File: config.mk
export PLATFORM = sky130hd
export DESIGN_NAME = alu_rezultat_fifo
export DESIGN_NICKNAME = d
export VERILOG_FILES = /design/src/rtl/alu_rezultat_fifo.sv
export SDC_FILE = /design/constraint.sdc
export NUM_CORES = 1
export LEC_CHECK = 0
export ABC_AREA = 1
export CAP_MARGIN = 0
export CORE_MARGIN = 2
export CORE_UTILIZATION = 38
export DETAILED_ROUTE_END_ITERATION = 6
export MAX_ROUTING_LAYER = met4
export PLACE_DENSITY_LB_ADDON = 0.25
export SLEW_MARGIN = 40
export SYNTH_ARGS = -nofsm -noshare
export SYNTH_HDL_FRONTEND = slang
export SYNTH_SLANG_ARGS = --single-unit
File: constraint.sdc
create_clock -name Clock -period 2.06 [get_ports Clock]
set_clock_uncertainty 0.15 [all_clocks]
set_input_delay 0.618 -clock Clock [delete_from_list [all_inputs] [get_ports Clock]]
set_output_delay 0.618 -clock Clock [all_outputs]
set_load 0.05 [all_outputs]
File: src/rtl/alu_rezultat_fifo.sv
// -----------------------------------------------------------------------------
// alu_rezultat_fifo
//
// Purpose:
//   Captures one ALU result per accepted transfer and queues it with its
//   condition flags. The result is picked from four precomputed lanes
//   (AND, OR, XOR, adder). The buffer is a small ring of DEPTH entries.
//   The head entry is presented with a valid/ready handshake.
//
// Parameters:
//   WIDTH  datapath width in bits (4..64)
//   DEPTH  number of buffered results (2, 4 or 8)
//
// Ports:
//   Clock            rising-edge clock for all state
//   ResetN           asynchronous active-low reset
//   Flush            synchronous discard of all buffered results
//   InValid/InReady  input handshake; a push happens when both are high
//   Hyrja0..Hyrja3   AND / OR / XOR / adder result lanes
//   S                lane select
//   CarryIn, OvfIn   adder carry-out and signed overflow (used with Hyrja3)
//   OutValid/OutReady output handshake; a pop happens when both are high
//   Dalja            head result (0 when empty)
//   Flags            head flags {N,Z,C,V} (0 when empty)
//   Count            current occupancy
// -----------------------------------------------------------------------------
module alu_rezultat_fifo #(
  parameter int WIDTH = 16,
  parameter int DEPTH = 2
) (
  input  logic                     Clock,
  input  logic                     ResetN,
  input  logic                     Flush,
  input  logic                     InValid,
  output logic                     InReady,
  input  logic [WIDTH-1:0]         Hyrja0,
  input  logic [WIDTH-1:0]         Hyrja1,
  input  logic [WIDTH-1:0]         Hyrja2,
  input  logic [WIDTH-1:0]         Hyrja3,
  input  logic [2:0]               S,
  input  logic                     CarryIn,
  input  logic                     OvfIn,
  output logic                     OutValid,
  input  logic                     OutReady,
  output logic [WIDTH-1:0]         Dalja,
  output logic [3:0]               Flags,
  output logic [$clog2(DEPTH):0]   Count
);

  localparam int PTR_W   = $clog2(DEPTH);
  localparam int CNT_W   = PTR_W + 1;
  localparam int ENTRY_W = WIDTH + 4;

  localparam logic [CNT_W-1:0] FULL_COUNT = CNT_W'(DEPTH);
  localparam logic [PTR_W-1:0] PTR_ONE    = PTR_W'(1);
  localparam logic [CNT_W-1:0] CNT_ONE    = CNT_W'(1);

  // ---------------------------------------------------------------------------
  // Control state
  // ---------------------------------------------------------------------------
  logic [CNT_W-1:0] count_q,  count_d;
  logic [PTR_W-1:0] wr_ptr_q, wr_ptr_d;
  logic [PTR_W-1:0] rd_ptr_q, rd_ptr_d;

  logic push;
  logic pop;

  // Ready depends only on occupancy, so a full buffer refuses a push even
  // when the consumer pops in the same cycle.
  assign InReady  = (count_q < FULL_COUNT);
  assign OutValid = (count_q != '0);

  assign push = InValid  && InReady;
  assign pop  = OutValid && OutReady;

  // ---------------------------------------------------------------------------
  // Lane select and flag generation for the entry being pushed
  // ---------------------------------------------------------------------------
  logic [WIDTH-1:0]   sel_result;
  logic [3:0]         sel_flags;
  logic [ENTRY_W-1:0] new_entry;

  always_comb begin
    sel_result = Hyrja0;
    if (S[2]) begin
      sel_result = Hyrja3;
    end else if (S[1:0] == 2'b11) begin
      sel_result = Hyrja2;
    end else if (S[1:0] == 2'b10) begin
      sel_result = Hyrja1;
    end
  end

  // Carry and overflow only mean something for the adder lane.
  always_comb begin
    sel_flags[3] = sel_result[WIDTH-1];
    sel_flags[2] = (sel_result == '0);
    sel_flags[1] = S[2] & CarryIn;
    sel_flags[0] = S[2] & OvfIn;
  end

  assign new_entry = {sel_result, sel_flags};

  // ---------------------------------------------------------------------------
  // Next-state logic for pointers and occupancy
  // ---------------------------------------------------------------------------
  always_comb begin
    count_d  = count_q;
    wr_ptr_d = wr_ptr_q;
    rd_ptr_d = rd_ptr_q;
    if (Flush) begin
      // Flush wins over any push or pop in the same cycle.
      count_d  = '0;
      wr_ptr_d = '0;
      rd_ptr_d = '0;
    end else begin
      if (push) begin
        wr_ptr_d = wr_ptr_q + PTR_ONE;
      end
      if (pop) begin
        rd_ptr_d = rd_ptr_q + PTR_ONE;
      end
      case ({push, pop})
        2'b10:   count_d = count_q + CNT_ONE;
        2'b01:   count_d = count_q - CNT_ONE;
        default: count_d = count_q;
      endcase
    end
  end

  always_ff @(posedge Clock or negedge ResetN) begin
    if (!ResetN) begin
      count_q  <= '0;
      wr_ptr_q <= '0;
      rd_ptr_q <= '0;
    end else begin
      count_q  <= count_d;
      wr_ptr_q <= wr_ptr_d;
      rd_ptr_q <= rd_ptr_d;
    end
  end

  // ---------------------------------------------------------------------------
  // Entry storage
  // The data registers carry no reset: an entry is only observable once it
  // has been written, and the output gating below hides stale contents.
  // ---------------------------------------------------------------------------
  logic [ENTRY_W-1:0] entry_q [DEPTH];

  for (genvar gi = 0; gi < DEPTH; gi++) begin : g_entry
    logic wr_en;
    assign wr_en = push && !Flush && (wr_ptr_q == PTR_W'(gi));

    always_ff @(posedge Clock) begin
      if (wr_en) begin
        entry_q[gi] <= new_entry;
      end
    end
  end

  // ---------------------------------------------------------------------------
  // Head presentation
  // ---------------------------------------------------------------------------
  logic [ENTRY_W-1:0] head_entry;

  assign head_entry = entry_q[rd_ptr_q];

  assign Dalja = OutValid ? head_entry[ENTRY_W-1:4] : '0;
  assign Flags = OutValid ? head_entry[3:0]         : 4'b0000;
  assign Count = count_q;

endmodule

==> reports/metrics.cfg <==
[outcome]
status=finished with violations
violations=negative setup slack

[routing]
drtAntennaViolNets=0
vias=2328
post-route-drc-count=0
firstDrtPassIters=4
wire_per_inst_um=13.0
vias_per_cell=4.71
drt_iter0_markers=71
routed_wl_mm=6.41

[layout]
fillers=524
final_nets=490
diodes=0
design_area_um2=4120
drive_gt1_share_pct=30.0
final_cell_mix=90 x nand2_1, 70 x clkdlybuf4s50_1, 38 x edfxtp_1
seqCellArea_um2=1240
areaGrowthSynthToFinish_pct=68.0
final_common_cell=nand2_1
multi_input_area_um2=1160

[floorplanning]
rows=29
die_area_um2=7120
num_io_pins=98
core_area_um2=6310
start_util_pct=38.9
die_x_um=84.4
die_h_um=84.4

[sta]
max_freq_mhz=464
slew_headroom_pct=84.1
holdWs_ns=0.374
finalSetupViolCount=21
grt_setup_unrepaired=yes
period_needed_ns=2.16
final_max_slew_viol_count=0
setup_ws_ns=-0.0968
worstMarginPinSlew_ns=0.239
hold_viol_final=0
min_period_over_period_pct=105

[global_route]
grt_usage_pct=18.2
busiest_layer=met2
met2_usage_pct=31.1
first_global_vias=2303
grt_max_degree=33
antenna_found_initial=0
overflow=0
grtUsageMet1_pct=21.6
gr-usage-met3_pct=3.93
grt_pass1_wl_mm=10.2

[synth]
ys_ff_latch=42
synth_cell_types=24
synth-seq-area-share_pct=50.6
yosys_warnings=0
avgSynthCellArea_um2=8.35
synthCells=294
syn_nets=368
netlist_area_um2=2450

[clocking]
cts_made_buffers=5
cts.path.max_buffers=2
worstSkewPairLatency_ns=0.29
htreeDepth=2
path_clk_slew_ns=0.08
cts_tree=yes
root_buffer=clkbuf_8
clkSinkCount=42

[worst_setup_path]
end_kind=output port
reg2reg_slack_ns=0.36
critPathKind=flip-flop to output port
crit_fanout=5
required_ns=1.29
cp-start-kind=flip-flop
crit_arrival_ns=1.39

[place]
dp_hpwl_mm=4.63
portBuffers=97
globalplace.congestion=0.810
dp_worst_setup_slack_ns=-0.383
postPlaceCellArea_um2=3700

[pwr]
power_density_nw_per_um2=1050
p_leak_nw=1.73
peakVddDrop_mv=1.40

[hold_path]
worstHoldPathType=input port to async pin

[run]
maxCapViolCount=0

[logic make-up after synthesis]
kind of cell | after synthesis | synth area share (%)
AND/OR/NAND/NOR | 165 | 28.7
AO/OA/AOI/OAI | 41 | 9.94
buffers and inverters | 46 | 10.8
flip-flops | 42 | 50.6
[layer usage]
layer | share of wire, % | up-vias
met5 | 0 | -
met4 | 1.2 | 0
met3 | 5.7 | 7
met2 | 50 | 78
met1 | 43 | 1040
li1 | - | 1203
[final cells by class]
class | count | share of cell area (%)
clock inverters | 3 | 0.971
clock buffers | 5 | 1.67
repair buffers | 132 | 33.5
flip-flops and latches | 42 | 30.2
inverters | 29 | 3.06
well taps | 77 | 2.34
multi-input cells | 206 | 28.2
[registers in the layout (all words and copies together), names as in the netlist]
name and flops:
Count 2, rd_ptr_q 1, entry_q 38, wr_ptr_q 1
[critical path: stages (launching register included)]
cell and delay, ns:
dfrtp_2 0.45, clkinv_4 0.10, clkbuf_16 0.15, nand2_1 0.08, a21oi_4 0.14, buf_6 0.17
[power breakdown]
group	switching (mW)	total [mW]	internal, mW
logic	1.55	2.60	1.06
registers	0.0602	1.11	1.05
clock network	0.271	0.628	0.357
[worst paths after layout]
path                       startpoint        endpoint  cells past startpoint
max                          rd_ptr_q        Dalja[3]                      5
min                            ResetN        Count[1]                      1
max reg2reg                  Count[1]  entry_q[0][13]                      7
min reg2reg                  wr_ptr_q        wr_ptr_q                      1
max in group asynchronous      ResetN        rd_ptr_q                      1
min in group Clock           wr_ptr_q        wr_ptr_q                      1
[per-stage QoR]
stage                     power [mW]  utilization (%)  instances  setup TNS [ns]
after floorplan                 2.50                -        294           -5.06
after global placement          3.23             58.5        480           -7.26
after detailed placement        3.26             58.5        480           -8.57
after CTS                       4.17             62.5        489           -1.15
after global routing            4.54             65.3        494           -2.49
final                           4.34             65.3        494           -1.31
[cells in the mapped netlist]
library cell	count	share of area (%)
buf_1	1	0.15
buf_8	1	0.61
o22ai_1	1	0.26
o21ai_2	10	3.6
o21ai_0	5	1.0
inv_4	1	0.26
buf_6	9	4.1
inv_2	1	0.15
clkbuf_1	3	0.46
or2_0	1	0.26
edfxtp_1	38	46
buf_2	2	0.41
nand2_1	104	16
nand3_1	36	7.3
buf_4	1	0.31
inv_6	1	0.36
dfrtp_1	4	4.1
a21oi_1	20	4.1
clkinv_1	1	0.15
or2_1	13	3.3
o21ai_1	5	1.0
inv_1	25	3.8
nor2_1	9	1.4
or2_2	2	0.51
[timing repair]
| item | in CTS | in global routing |
|---|---|---|
| resized for setup | 37 | 31 |
| buffers inserted | 0 | 1 |
| endpoints found under the hold margin | 0 | 0 |
| pin swaps | 0 | 10 |
| setup endpoints to repair | 23 | 25 |
| hold buffers | 0 | 0 |
| cloned | 1 | 4 |
(Power assumes the default switching activity.)
